File: config.mk
export PLATFORM = sky130hd
export DESIGN_NAME = decode_stage
export DESIGN_NICKNAME = d
export VERILOG_FILES = /design/src/rtl/decode_stage.sv
export SDC_FILE = /design/constraint.sdc
export NUM_CORES = 1
export LEC_CHECK = 0
export ABC_AREA = 1
export CORE_MARGIN = 4
export CORE_UTILIZATION = 30
export DETAILED_ROUTE_END_ITERATION = 8
export SETUP_SLACK_MARGIN = 0.05
export SLEW_MARGIN = 30
export SYNTH_ARGS = -nofsm -noshare
export SYNTH_HDL_FRONTEND = slang
export SYNTH_SLANG_ARGS = --single-unit
File: constraint.sdc
create_clock -name clk -period 1.3 [get_ports clk]
set_input_delay 0.26 -clock clk [delete_from_list [all_inputs] [get_ports clk]]
set_output_delay 0.26 -clock clk [all_outputs]
set_load 0.1 [all_outputs]
File: src/rtl/decode_stage.sv
// Instruction decode stage for the 16-bit core.
// Turns a raw instruction word into the execute control bundle and
// sign-extends the selected immediate. The result is held in an output
// register backed by one skid register, so in_ready comes from a flop.
// Accepted illegal encodings are counted with a saturating counter.
module decode_stage #(
    parameter int XLEN  = 16,
    parameter int CNT_W = 8
) (
    input  logic             clk,
    input  logic             rst_n,
    input  logic             flush,
    input  logic             in_valid,
    output logic             in_ready,
    input  logic [15:0]      in_instr,
    output logic             out_valid,
    input  logic             out_ready,
    output logic             reg_write,
    output logic             reg_dst,
    output logic             alu_src2,
    output logic             mem_write,
    output logic             mem_to_reg,
    output logic             reg_src,
    output logic             is_branch,
    output logic             illegal,
    output logic [3:0]       alu_op,
    output logic [XLEN-1:0]  imm,
    output logic [2:0]       rd,
    output logic [2:0]       rs,
    output logic [CNT_W-1:0] illegal_count
);

    typedef struct packed {
        logic            reg_write;
        logic            reg_dst;
        logic            alu_src2;
        logic            mem_write;
        logic            mem_to_reg;
        logic            reg_src;
        logic            is_branch;
        logic            illegal;
        logic [3:0]      alu_op;
        logic [XLEN-1:0] imm;
        logic [2:0]      rd;
        logic [2:0]      rs;
    } bundle_t;

    bundle_t          dec;
    bundle_t          out_b_q, out_b_d;
    bundle_t          skid_b_q, skid_b_d;
    logic             out_v_q, out_v_d;
    logic             skid_v_q, skid_v_d;
    logic [CNT_W-1:0] cnt_q, cnt_d;
    logic             accept;
    logic             drain;

    logic [XLEN-1:0]  imm7_x;
    logic [XLEN-1:0]  nz6_x;
    logic [XLEN-1:0]  off9_x;
    logic             nz_ok;

    assign imm7_x = {{(XLEN-7){in_instr[6]}}, in_instr[6:0]};
    assign nz6_x  = {{(XLEN-6){in_instr[5]}}, in_instr[5:0]};
    assign off9_x = {{(XLEN-9){in_instr[8]}}, in_instr[8:0]};
    assign nz_ok  = |in_instr[5:0];

    // Combinational decode of the incoming word; illegal words keep every
    // control, alu_op and imm at zero and only raise the illegal flag.
    always_comb begin
        dec    = '0;
        dec.rd = in_instr[11:9];
        dec.rs = in_instr[8:6];
        unique case (in_instr[15:12])
            4'h0: begin
                {dec.reg_write, dec.reg_dst, dec.alu_src2, dec.mem_write, dec.mem_to_reg, dec.reg_src} = 6'b111010;
                dec.imm = imm7_x;
            end
            4'h1: begin
                {dec.reg_write, dec.reg_dst, dec.alu_src2, dec.mem_write, dec.mem_to_reg, dec.reg_src} = 6'b001100;
                dec.imm = imm7_x;
            end
            4'h2: begin
                {dec.reg_write, dec.reg_dst, dec.alu_src2, dec.mem_write, dec.mem_to_reg, dec.reg_src} = 6'b110001;
            end
            4'h3: begin
                if (nz_ok) begin
                    {dec.reg_write, dec.reg_dst, dec.alu_src2, dec.mem_write, dec.mem_to_reg, dec.reg_src} = 6'b111001;
                    dec.imm = nz6_x;
                end else begin
                    dec.illegal = 1'b1;
                end
            end
            4'h4: begin
                {dec.reg_write, dec.reg_dst, dec.alu_src2, dec.mem_write, dec.mem_to_reg, dec.reg_src} = 6'b110001;
                dec.alu_op = 4'b0010;
            end
            4'h5: begin
                {dec.reg_write, dec.reg_dst, dec.alu_src2, dec.mem_write, dec.mem_to_reg, dec.reg_src} = 6'b111001;
                dec.alu_op = 4'b0010;
                dec.imm    = imm7_x;
            end
            4'h6: begin
                {dec.reg_write, dec.reg_dst, dec.alu_src2, dec.mem_write, dec.mem_to_reg, dec.reg_src} = 6'b110001;
                dec.alu_op = 4'b0011;
            end
            4'h7: begin
                {dec.reg_write, dec.reg_dst, dec.alu_src2, dec.mem_write, dec.mem_to_reg, dec.reg_src} = 6'b110001;
                dec.alu_op = 4'b1000;
            end
            4'h8, 4'h9: begin
                if (nz_ok) begin
                    {dec.reg_write, dec.reg_dst, dec.alu_src2, dec.mem_write, dec.mem_to_reg, dec.reg_src} = 6'b111001;
                    dec.alu_op = in_instr[12] ? 4'b0101 : 4'b0100;
                    dec.imm    = nz6_x;
                end else begin
                    dec.illegal = 1'b1;
                end
            end
            4'hA, 4'hB: begin
                {dec.reg_write, dec.reg_dst, dec.alu_src2, dec.mem_write, dec.mem_to_reg, dec.reg_src} = 6'b001000;
                dec.alu_op    = in_instr[12] ? 4'b0111 : 4'b0110;
                dec.imm       = off9_x;
                dec.is_branch = 1'b1;
            end
            default: begin
                dec.illegal = 1'b1;
            end
        endcase
    end

    assign accept = in_valid && !skid_v_q && !flush;
    assign drain  = out_v_q && out_ready;

    // Next state of the output/skid pair and the illegal counter. The skid
    // entry always takes priority into the output register so order holds.
    always_comb begin
        out_v_d  = out_v_q;
        skid_v_d = skid_v_q;
        out_b_d  = out_b_q;
        skid_b_d = skid_b_q;
        cnt_d    = cnt_q;
        if (flush) begin
            out_v_d  = 1'b0;
            skid_v_d = 1'b0;
        end else if (!out_v_q || drain) begin
            if (skid_v_q) begin
                out_b_d  = skid_b_q;
                out_v_d  = 1'b1;
                skid_v_d = 1'b0;
            end else if (accept) begin
                out_b_d = dec;
                out_v_d = 1'b1;
            end else begin
                out_v_d = 1'b0;
            end
        end else if (accept) begin
            skid_b_d = dec;
            skid_v_d = 1'b1;
        end
        if (accept && dec.illegal && (cnt_q != {CNT_W{1'b1}})) begin
            cnt_d = cnt_q + CNT_W'(1);
        end
    end

    // State registers; reset clears both entries and the counter at once.
    always_ff @(posedge clk or negedge rst_n) begin
        if (!rst_n) begin
            out_v_q  <= 1'b0;
            skid_v_q <= 1'b0;
            out_b_q  <= '0;
            skid_b_q <= '0;
            cnt_q    <= '0;
        end else begin
            out_v_q  <= out_v_d;
            skid_v_q <= skid_v_d;
            out_b_q  <= out_b_d;
            skid_b_q <= skid_b_d;
            cnt_q    <= cnt_d;
        end
    end

    assign in_ready      = !skid_v_q;
    assign out_valid     = out_v_q;
    assign reg_write     = out_b_q.reg_write;
    assign reg_dst       = out_b_q.reg_dst;
    assign alu_src2      = out_b_q.alu_src2;
    assign mem_write     = out_b_q.mem_write;
    assign mem_to_reg    = out_b_q.mem_to_reg;
    assign reg_src       = out_b_q.reg_src;
    assign is_branch     = out_b_q.is_branch;
    assign illegal       = out_b_q.illegal;
    assign alu_op        = out_b_q.alu_op;
    assign imm           = out_b_q.imm;
    assign rd            = out_b_q.rd;
    assign rs            = out_b_q.rs;
    assign illegal_count = cnt_q;

endmodule

After elaboration in Yosys (flattened, before gate mapping)
Cells that the tools add are included.
Word-level totals
  bits in registers: 78
  logic and storage cells: 85
  bits of input ports: 21
  output and inout port bits: 44
Cells by class
  reduce and logical (&&, ||, !) cells: 23
  equality and inequality tests: 12
  muxes and demuxes: 20
  add/subtract/negate cells: 1
  bitwise gates (word level): 2
Operators with widths (count)
  two-way mux 34 bit: 2
  case mux 16 bit (4 select lines): 1
  case mux 6 bit (6 select lines): 1
  case mux 4 bit (5 select lines): 1
  two-way mux 19 bit: 1
  equality test 4 x 3 -> 1 bit, second input constant: 4
  equality test 4 bit, second input constant: 4
  two-way mux 16 bit: 1
  two-way mux 1 bit: 11
  OR reduction 9 bit: 1
  adder 8 x 1 -> 8 bit, second input constant: 1
  equality test 4 x 2 -> 1 bit, second input constant: 2
  != test 8 bit, second input constant: 1
  two-way mux 6 bit: 1
  AND reduction 3 bit: 2
  OR reduction 2 bit: 3
  OR reduction 3 bit: 2
  OR reduction 6 bit: 1
  logical AND 1 bit: 5
  equality test 4 x 1 -> 1 bit, second input constant: 1
  zero test 4 bit: 1
  nonzero test 2 bit: 2
  OR reduction 4 bit: 1
  zero test 1 bit: 3
  4 further kinds: 5

Depth between registers and ports, before layout
Gate-level depths: netlist of the first run.
  depth after elaboration: 7
  depth in mapped cells: 11

Worst setup path before layout of the first run
Ideal clock, no wire load.
  kind: register -> register
  start: reg cnt_q[0] (netlist: illegal_count[0])
  end: reg cnt_q[2] (netlist: illegal_count[2])
  buffers on the path: 0
  path slack: -0.689 ns
  cell stages (with the launch flop): 8
  period minus slack after synthesis: 1.989 ns
  arrival: 1.864 ns
  cells stage by stage: dfrtp_1 > ha_1 > nand2_1 > nor2_1 > a21oi_2 > nand2_4 > nand2_1 > o21ai_1
Between the ends
  word-level cells in the longest chain between the ends: 2
  elaborated cells between the ends (all ways): 3
  classes of those cells: add/sub: 1; eq/ne: 1; reduce/logical: 1
Ends and longest elaborated chain
  start, declared: RTL line 53  | logic [CNT_W-1:0] cnt_q, cnt_d;
  start signal, assigned: RTL line 178  | cnt_q <= cnt_d;
  branches (longest 2 deep; another with adder 8 x 1 -> 8 bit)
Parallel ways; which one is timed is not known.
A chain may end at the register's enable or synchronous reset.

Final worst setup path of the first run
  start: in in_instr[3]
  end: reg cnt_q[3] (netlist: illegal_count[3])
Between the ends
  word-level cells in the longest chain between the ends: 5
Ends and longest elaborated chain
  start, declared: RTL line 15  | input logic [15:0] in_instr,
  OR reduction 6 bit: RTL line 65  | assign nz_ok = |in_instr[5:0];
  two-way mux 1 bit: RTL line 86, 111
  case mux 1 bit (2 select lines): RTL line 73  | unique case (in_instr[15:12])
  logical AND 1 bit (2 in series): RTL line 160  | if (accept && dec.illegal && (cnt_q != {CNT_W{1'b1}})) begin
Every way passes these cells.

==> metrics.txt, run 1 <==
GRT met3 Usage=0.0437; Yosys cell types=33; DR pass1 iterations=4; WP depth=8; Fillers=854; Static Leak=2.80 nW; maximum clock path buffer count=2; Post-Synthesis Cells=408; Initial DRC Count=172; max FFs per register=26; Final nets=568; CP bufs+invs=3; Top Ports=65; Synthesized Nets=435; GRT overflow=0; Via density=4.79; synth top area cells=dfrtp_1 49%, nand2_1 16%, nand3_1 5.6%; post-layout util=0.557; CP max stage delay=0.48 ns; crit end category=register; Core Region=0.0103 mm2; CTS buffer count=9; Switch Pwr=3.11 mW; register share of total power=0.309; final wirelength=9860 um; Final WS setup=-0.109 ns; share of cells above drive strength 1=0.399; Biggest register=skid_b_q; endpoints failing setup=75; Mapped Area=0.00319 mm2; maximum VDD drop=0.707 mV; clock power share=0.261; register area share after synthesis=0.486; clock root buffer=clkbuf_8; Total Routing Usage GR=0.167; I/O Buffers=64; Worst R2R Path Depth=6; GP Congestion=0.810; largest net degree at the start of global routing=63; Crit path arrival time=1.68 ns; top cell type by total area after synthesis=dfrtp_1; hold crit path type=input port to async pin; Detail Route Antenna Nets=0; Max Clk Rate=710 MHz; number of global-route vias before repair=3459; CP Class=input port to register; worst-path maximum fanout=7; Layout area overhead=80.0%; Max Cap Violations=0; critical path, cell by cell=clkdlybuf4s50_1 -> nor2_2 -> nand3_2 -> o21ai_4 -> buf_12 -> buf_6 -> nand3_1 -> nand2_1; Die Y-Extent=111 um; Yosys warning count=0; Skew-Pair Late Insertion Delay=0.34 ns; first-pass GRT wire length=16900 um; startpoint types=input port; routed vias=3269; Slew Limit Fails=0; Slew @ Worst Pin=0.364 ns; wire per inst=14.4 um; Comb pwr share=0.430; initial antenna violation count=1; Pwr Total=8.13 mW; Largest delay share family, worst path=buffers and inverters; Power Internal=5.02 mW; Avg Cell Area, Syn=7.83 um2; DIE WIDTH=111 um; failing checks=setup timing; RSZ-0062 raised after global routing=true; DP HPWL=5940 um; GR peak layer=met2; Site Rows=37; Die ar.=0.0124 mm2; post-layout min period=1.41 ns; Clk pin slew, worst setup/hold paths=0.07 ns; Starting Density=0.309; Worst Path Required=1.58 ns; Crit-path slowest cell=clkdlybuf4s50_1; clock sinks=62; drc violations=0; M1 GR Usage=0.201; H-tree levels=3; Post-synth EDFFs=0; met2 Use GR=0.284; TritonCTS clock tree=yes; crit share post-route=1.08; status=complete, but fails checks; skew final=0.00860 ns; Synth Register Bits=62; asr flop ratio synth=1.00; share of the synthesized area in the top cell type=0.486; pwr dens=1410 mW/mm2; Fin. Hold Viols=0; slew margin rel.=0.756; ys flop type=dfrtp_1; Sw Share=0.382
cell usage in the layout (no fill, tap or decap), drive strengths merged, types with 3 or more instances in the layout:
cell type,instances
dfrtp,62
clkbuf,13
nor2,36
nand3,37
clkdlybuf4s50,15
dlygate4sd2,4
a21boi,3
bufinv,3
buf,122
xor2,3
inv,34
nand2,135
ha,6
or2,3
o21ai,45
a21oi,9
nand4,5
final cells by class:
| cell class | instances | area, um2 | share of cell area |
|---|---|---|---|
| Antenna cell | 1 | 2.50 | 0.000435 |
| Clock buffer | 13 | 159 | 0.0276 |
| Clock inverter | 3 | 90.1 | 0.0157 |
| Inverter | 34 | 138 | 0.0239 |
| Multi-Input combinational cell | 289 | 1610 | 0.280 |
| Sequential cell | 62 | 1590 | 0.277 |
| Tap cell | 136 | 170 | 0.0296 |
| Timing Repair Buffer | 144 | 1980 | 0.344 |
| Timing Repair inverter | 1 | 7.51 | 0.00131 |
cell usage after synthesis (all sizes together), types with 5 or more instances:
| library cell | instances |
|---|---|
| a21oi | 9 |
| nand4 | 5 |
| buf | 19 |
| clkbuf | 5 |
| nand3 | 37 |
| nor2 | 36 |
| ha | 6 |
| nand2 | 134 |
| o21ai | 45 |
| inv | 34 |
| dfrtp | 62 |
power groups by stage:
| stage | clock network (mW) | registers, mW | logic (mW) |
|---|---|---|---|
| 5_1_grt | 2.26 | 2.55 | 3.66 |
| 2_1_floorplan | 0 | 3.56 | 0.856 |
| 3_3_place_gp | 0 | 2.54 | 3.06 |
| 6_report | 2.12 | 2.51 | 3.49 |
| 3_5_place_dp | 0 | 2.55 | 3.09 |
| 4_1_cts | 2.17 | 2.51 | 3.43 |
cells by family (layout without fill, tap and decap cells):
family | Yosys count | count (layout) | share of synthesized area
AND/OR/NAND/NOR | 217 | 218 | 0.288
flip-flops | 62 | 62 | 0.486
AO/OA/AOI/OAI | 60 | 60 | 0.103
buffers and inverters | 58 | 195 | 0.0854
adder cells (fa/ha/maj) | 6 | 6 | 0.0235
XOR/XNOR | 5 | 5 | 0.0137
other | 0 | 1 | 0
final timing paths:
path	startpoint	to	slack [ns]
min in group clk	skid_b_q[23]$_DFFE_PN0P_	skid_b_q[23]$_DFFE_PN0P_	0.48
hold / removal	rst_n	illegal_count[1]$_DFFE_PN0P_	0.44
setup / recovery	in_instr[3]	illegal_count[3]$_DFFE_PN0P_	-0.11
max in group asynchronous	rst_n	reg_write$_DFFE_PN0P_	0.51
setup reg to reg	skid_v_q$_DFFE_PN0P_	reg_write$_DFFE_PN0P_	-0.11
hold reg to reg	skid_b_q[23]$_DFFE_PN0P_	skid_b_q[23]$_DFFE_PN0P_	0.48
layer usage:
| metal | vias to the layer above | part of all wire |
|---|---|---|
| li1 | 1569 | - |
| met3 | 18 | 0.048 |
| met4 | 0 | 0.023 |
| met2 | 81 | 0.51 |
| met1 | 1601 | 0.42 |
| met5 | - | 0 |
worst reg2reg max path, cell delays in order (launching register included):
cell and delay (ns):
dfrtp_1 0.42, o21ai_2 0.21, nor2_4 0.10, buf_6 0.12, buf_6 0.11, or2_4 0.21, a21boi_1 0.13
per-stage QoR:
stage / cells / setup WS (ns) / TNS, ns / instance area (um2) / hold slack [ns]
5_1_grt: 683 / -0.198 / -10.71 / 5750 / 0.490
3_5_place_dp: 627 / -0.697 / -30.54 / 4780 / 0.302
3_3_place_gp: 627 / -0.642 / -28.36 / 4780 / 0.297
4_1_cts: 677 / -0.117 / -4.98 / 5670 / 0.467
2_1_floorplan: 408 / -0.217 / -7.88 / 3350 / -0.0356
6_report: 683 / -0.109 / -5.68 / 5750 / 0.442
what timing repair did:
item                                   CTS  global route
buffers inserted                        25             5
pin swaps                               19             4
hold buffers                             1             0
endpoints found under the hold margin   62             0
setup endpoints to repair               79            86
cloned                                   8             0
resized for setup                       73            13
Note: power is estimated with default switching activity, not from simulation.
==> run 2, diff against run 1 <==
--- a/config.mk
+++ b/config.mk
@@ -7,8 +7,9 @@
 export LEC_CHECK = 0
 export ABC_AREA = 1
 export CORE_MARGIN = 4
-export CORE_UTILIZATION = 30
+export CORE_UTILIZATION = 46
 export DETAILED_ROUTE_END_ITERATION = 8
+export PLACE_DENSITY = 0.76
 export SETUP_SLACK_MARGIN = 0.05
 export SLEW_MARGIN = 30
 export SYNTH_ARGS = -nofsm -noshare
==> run 2 against run 1 <==
Compared with the run above: the run still ends with setup timing left; combinational power grew 6.3%; first-iteration DRC count grew to 3.3 times the previous value; clock skew grew 0.0029 ns; clock-buffer cell count grew 2; final area grew 1.5%; core utilization grew 31 points; global-route usage grew 14 points; sequential power grew 3%.
==> metrics.txt, run 2 (same netlist as run 1, synthesis figures left out) <==
first-pass GRT wire length=19400 um (+14%); worst-path maximum fanout=6 (-1); Via density=6.18 (+29%); Switch Pwr=3.42 mW (+10%); Crit path arrival time=1.92 ns (+0.24 ns); status=complete, but fails checks; GRT overflow=0 (unchanged); drc violations=0 (unchanged); initial antenna violation count=0 (-1); clock power share=0.217 (-0.044); Comb pwr share=0.461 (+0.031); max FFs per register=26 (unchanged); Largest delay share family, worst path=simple AND/OR/NAND/NOR gates; most frequent cells in the layout=105 x nand2_1, 53 x buf_12, 49 x buf_4; Starting Density=0.473 (+0.163); Static Leak=2.89 nW (+3.3%); Core Region=0.00676 mm2 (-35%); H-tree levels=3 (unchanged); Worst Path Required=1.55 ns (-0.03 ns); Power Internal=4.63 mW (-7.8%); hold crit path type=input port to register; Worst R2R Path Depth=9 (+3); post-route cell area=0.00583 mm2 (+1.5%); area post-placement=0.00474 mm2 (-0.84%); WP depth=9 (+1); critical path, cell by cell=clkdlybuf4s15_1 -> buf_4 -> ha_2 -> nand3_2 -> nand4_1 -> nand3_1 -> nand2_1 -> nand2_1 -> nand2_1; Die ar.=0.00834 mm2 (-33%); CP most frequent cell=nand2_1; maximum VDD drop=0.961 mV (+36%); clock root buffer=clkbuf_8; routed vias=3915 (+20%); Max Cap Violations=0 (unchanged); Crit-path slowest cell=nand4_1; pwr dens=1380 mW/mm2 (-2.4%); CP max stage delay=0.33 ns (-0.15 ns); failing checks=setup timing; Final WS setup=-0.370 ns (-0.261 ns); CTS buffer count=9 (unchanged); Layout area overhead=82.6%; DIE WIDTH=91.3 um (-18%); post-layout min period=1.67 ns (+0.261 ns); Top Ports=65 (unchanged); register share of total power=0.322 (+0.013); Biggest register=skid_b_q; Slew @ Worst Pin=0.366 ns (+0.00153 ns); WHS Path Cells=3; Fin. Hold Viols=0 (unchanged); diodes inserted=0 (-1); Skew-Pair Late Insertion Delay=0.37 ns (+0.03 ns); Sw Share=0.425 (+0.0428); Initial DRC Count=569 (+230%); Pwr Total=8.05 mW (-0.96%); register area=0.00159 mm2 (unchanged); number of global-route vias before repair=3758 (+8.6%); endpoints failing setup=79 (+5.3%); Fillers=286 (-67%); startpoint types=input port; RSZ-0062 raised after global routing=true; commonest non-fill, non-tap cell in the layout=nand2_1; TritonCTS clock tree=yes; share of cells above drive strength 1=0.455 (+0.0556); post-layout util=0.863 (+0.306); footprint of the multi-input gates=0.00169 mm2 (+5.1%); slew margin rel.=0.756 (about the same); largest net degree at the start of global routing=63 (unchanged); final wirelength=14500 um (+47%); wire per inst=22.8 um (+58%); CP Class=input port to register; Slew Limit Fails=0 (unchanged); maximum clock path buffer count=2 (unchanged); DP HPWL=6010 um (+1.1%); Total Routing Usage GR=0.302 (+0.135); GP Congestion=0.904 (+12%); Max Clk Rate=599 MHz (-16%); Clk pin slew, worst setup/hold paths=0.08 ns (about the same); crit share post-route=1.28 (+0.200); CP bufs+invs=2 (-1); DR pass1 iterations=6 (+2); clock sinks=62 (unchanged); I/O Buffers=64 (unchanged); Site Rows=30 (-19%); Die Y-Extent=91.3 um (-18%); Hold WS=0.242 ns (-0.200 ns); skew final=0.0115 ns (+0.00295 ns); Final nets=576 (+1.4%); Detail Route Antenna Nets=0 (unchanged); crit end category=register
run 2: path summary, 6_finish.rpt:
check	start	endpoint	slack [ns]
setup / recovery	in_instr[14]	imm[3]$_DFFE_PN0P_	-0.37
hold / removal	in_instr[0]	skid_b_q[6]$_DFFE_PN0P_	0.24
setup reg to reg	out_valid$_DFFE_PN0N_	skid_b_q[1]$_DFFE_PN0P_	-0.24
hold reg to reg	skid_b_q[23]$_DFFE_PN0P_	skid_b_q[23]$_DFFE_PN0P_	0.49
max in group asynchronous	rst_n	illegal_count[0]$_DFFE_PN0P_	0.57
min in group asynchronous	rst_n	skid_b_q[10]$_DFFE_PN0P_	0.44
run 2: through the flow:
stage                     worst slack, ns  std cells  setup TNS, ns
after detailed placement           -0.767        575         -33.03
after global routing               -0.391        634         -15.62
after global placement             -0.637        575         -28.45
after floorplan                    -0.217        408          -7.88
after CTS                          -0.124        622          -5.30
final                              -0.370        634         -12.94
run 2: metal layers:
metal | track usage | up-vias | share of wire
met2 | 0.500 | 396 | 0.48
met5 | 0 | - | 0
met3 | 0.0580 | 134 | 0.12
li1 | - | 1590 | -
met1 | 0.364 | 1795 | 0.33
met4 | 0.181 | 0 | 0.076
run 2: area by class of cell:
type                            instances  area share
Clock buffer                           15      0.0268
Clock inverter                          1     0.00515
Inverter                               34      0.0249
Multi-Input combinational cell        289       0.290
Sequential cell                        62       0.273
Tap cell                               80      0.0172
Timing Repair Buffer                  152       0.362
Timing Repair inverter                  1     0.00129
run 2: timing repair:
| action | CTS | global route |
|---|---|---|
| pin swaps | 20 | 19 |
| buffers inserted | 21 | 15 |
| setup endpoints to repair | 79 | 86 |
| cloned | 10 | 0 |
| hold buffers | 1 | 0 |
| resized for setup | 86 | 49 |
| endpoints found under the hold margin | 62 | 0 |
run 2: power by group through the flow:
stage / Clock [mW] / Combinational [mW] / Sequential (mW)
after CTS: 1.70 / 3.45 / 2.53
after global routing: 1.84 / 3.81 / 2.61
after global placement: 0 / 3.07 / 2.52
after floorplan: 0 / 0.856 / 3.56
final: 1.75 / 3.71 / 2.59
after detailed placement: 0 / 3.12 / 2.54
run 2: worst min-delay path, stage by stage:
cell	delay, ns
dlymetal6s2s_1	0.15
nand3_1	0.11
o21ai_1	0.06
==> run 3, diff against run 2 <==
--- a/config.mk
+++ b/config.mk
@@ -9,7 +9,7 @@
 export CORE_MARGIN = 4
 export CORE_UTILIZATION = 46
 export DETAILED_ROUTE_END_ITERATION = 8
-export PLACE_DENSITY = 0.76
+export PLACE_DENSITY_LB_ADDON = 0.1
 export SETUP_SLACK_MARGIN = 0.05
 export SLEW_MARGIN = 30
 export SYNTH_ARGS = -nofsm -noshare
==> run 3 against run 2 <==
Compared with the run above: the run still ends with setup timing left; global-route usage shrank 3.1 points; flip-flop and latch count is the same; maximum frequency rose by 9.5%; setup slack improved by 0.15 ns; non-clock buffer count decreased by 3; wire length down 13%; sequential share of layout area decreased by 0.30 points; final area increased by 1.2%; combinational power hardly changed; core utilization rose by 1.0 points; via count is 7.5% lower; final cell count decreased by 0.32%; highest routed layer unchanged.
==> metrics.txt, run 3 (same netlist as run 1, synthesis figures left out) <==
status=complete, but fails checks; failing checks=setup timing; Site Rows=30 (unchanged); share of cells above drive strength 1=0.516 (+0.0614); met2 Use GR=0.464 (-0.0362); Starting Density=0.473 (unchanged); commonest non-fill, non-tap cell in the layout=nand2_1; GR peak layer=met2; maximum VDD drop=1.15 mV (+20%); Slew @ Worst Pin=0.414 ns (+0.0480 ns); largest net degree at the start of global routing=63 (unchanged); maximum clock path buffer count=2 (unchanged); DIE WIDTH=91.3 um (unchanged); diodes inserted=0 (unchanged); post-layout min period=1.52 ns (-0.146 ns); Die Y-Extent=91.3 um (unchanged); max FFs per register=26 (unchanged); H-tree levels=3 (unchanged); Detail Route Antenna Nets=0 (unchanged); Final WS setup=-0.224 ns (+0.146 ns); RSZ-0062 raised after global routing=true; Final nets=574 (-0.35%); GRT overflow=0 (unchanged); GP Congestion=0.842 (-6.8%); startpoint types=register; clock root buffer=clkbuf_8; final wirelength=12600 um (-13%); CP Class=register to register; Layout area overhead=84.8%; flop2flop setup slack=-0.22 ns (+0.02 ns); Biggest register=skid_b_q; slew margin rel.=0.723 (-0.0335); Crit path arrival time=1.75 ns (-0.17 ns); drc violations=0 (unchanged); most frequent cells in the layout=83 x nand2_1, 54 x buf_12, 46 x dfrtp_1, 46 x buf_4, 43 x nand2_2; Fillers=284 (-0.70%); footprint of the multi-input gates=0.00187 mm2 (+11%); GRT met3 Usage=0.0555 (-0.00249); Top Ports=65 (unchanged); TritonCTS clock tree=yes; Via density=5.73 (-7.2%); hold crit path type=input port to register; DP HPWL=5760 um (-4.2%); register area=0.00159 mm2 (about the same); pwr dens=1330 mW/mm2 (-3.8%); first-pass GRT wire length=17800 um (-8.1%); worst-path maximum fanout=5 (-1); initial antenna violation count=0 (unchanged); Initial DRC Count=349 (-39%); Skew-Pair Late Insertion Delay=0.35 ns (-0.02 ns); DR pass1 iterations=5 (-1); M1 GR Usage=0.311 (-0.0534); Worst Path Required=1.52 ns (-0.03 ns); Max Cap Violations=0 (unchanged); Hold WS=0.411 ns (+0.169 ns); Slew Limit Fails=0 (unchanged); Fin. Hold Viols=0 (unchanged); routed vias=3621 (-7.5%); I/O Buffers=64 (unchanged); Die ar.=0.00834 mm2 (unchanged); Core Region=0.00676 mm2 (unchanged); Total Routing Usage GR=0.271 (-0.0311); Max Clk Rate=656 MHz (+9.5%); CTS buffer count=9 (unchanged); skew final=0.0197 ns (+0.00812 ns); wire per inst=19.9 um (-12%); crit end category=register; crit share post-route=1.17 (-0.112); number of global-route vias before repair=3620 (-3.7%); Clk pin slew, worst setup/hold paths=0.08 ns (about the same); endpoints failing setup=78 (-1.3%); clock sinks=62 (unchanged); Static Leak=2.87 nW (-0.92%); Setup WS pre-CTS=-0.744 ns (+0.0232 ns)
==> run 3: stage by stage <==
stage	setup TNS, ns	cell area (um2)	power, mW	std cells	util
global route	-12.75	5900	8.09	632	0.874
global placement	-27.60	4780	5.61	576	0.707
finish	-10.71	5900	7.84	632	0.874
detailed placement	-31.33	4780	5.65	576	0.707
CTS	-2.93	5640	7.54	620	0.835
floorplan	-7.88	3350	4.41	408	-
==> run 3: worst paths after layout <==
path,startpoint,to,cells past startpoint
min,in_instr[3],skid_b_q[9]$_DFFE_PN0P_,3
min reg2reg,skid_b_q[1]$_DFFE_PN0P_,skid_b_q[1]$_DFFE_PN0P_,2
max reg2reg,illegal_count[5]$_DFFE_PN0P_,illegal_count[3]$_DFFE_PN0P_,6
min in group asynchronous,rst_n,imm[14]$_DFFE_PN0P_,3
max,illegal_count[5]$_DFFE_PN0P_,illegal_count[3]$_DFFE_PN0P_,6
max in group asynchronous,rst_n,rs[2]$_DFFE_PN0P_,3
==> run 3: critical path, cell delays in order, from the launching register on <==
cell and delay [ns]:
dfrtp_4 0.42, inv_1 0.08, nor3_2 0.39, a21oi_4 0.16, buf_6 0.16, nand3_1 0.10, nand2_1 0.08
==> run 3: layer usage <==
layer	up-vias	share of wire
li1	1580	-
met1	1752	0.36
met2	215	0.51
met3	74	0.068
met4	0	0.063
met5	-	0
==> run 3: repair_timing <==
action,4_1_cts,5_1_grt
hold buffers,1,0
gates cloned,8,1
endpoints found under the setup margin,71,84
pin swaps,36,20
resized for setup,136,59
setup buffers,19,15
endpoints found under the hold margin,62,0
==> run 3: final cells by class <==
cell class              count  area share
clock buffers              15      0.0282
clock inverters             1    0.000848
multi-input cells         289       0.317
repair buffers            149       0.339
inverters                  34      0.0237
well taps                  80      0.0170
repair inverters            2     0.00382
flip-flops and latches     62       0.270
==> run 3: where the power goes <==
group	switching, mW	leakage (nW)	internal [mW]
logic	2.23	1.99	1.45
clock network	0.794	0.0877	0.799
registers	0.331	0.791	2.24
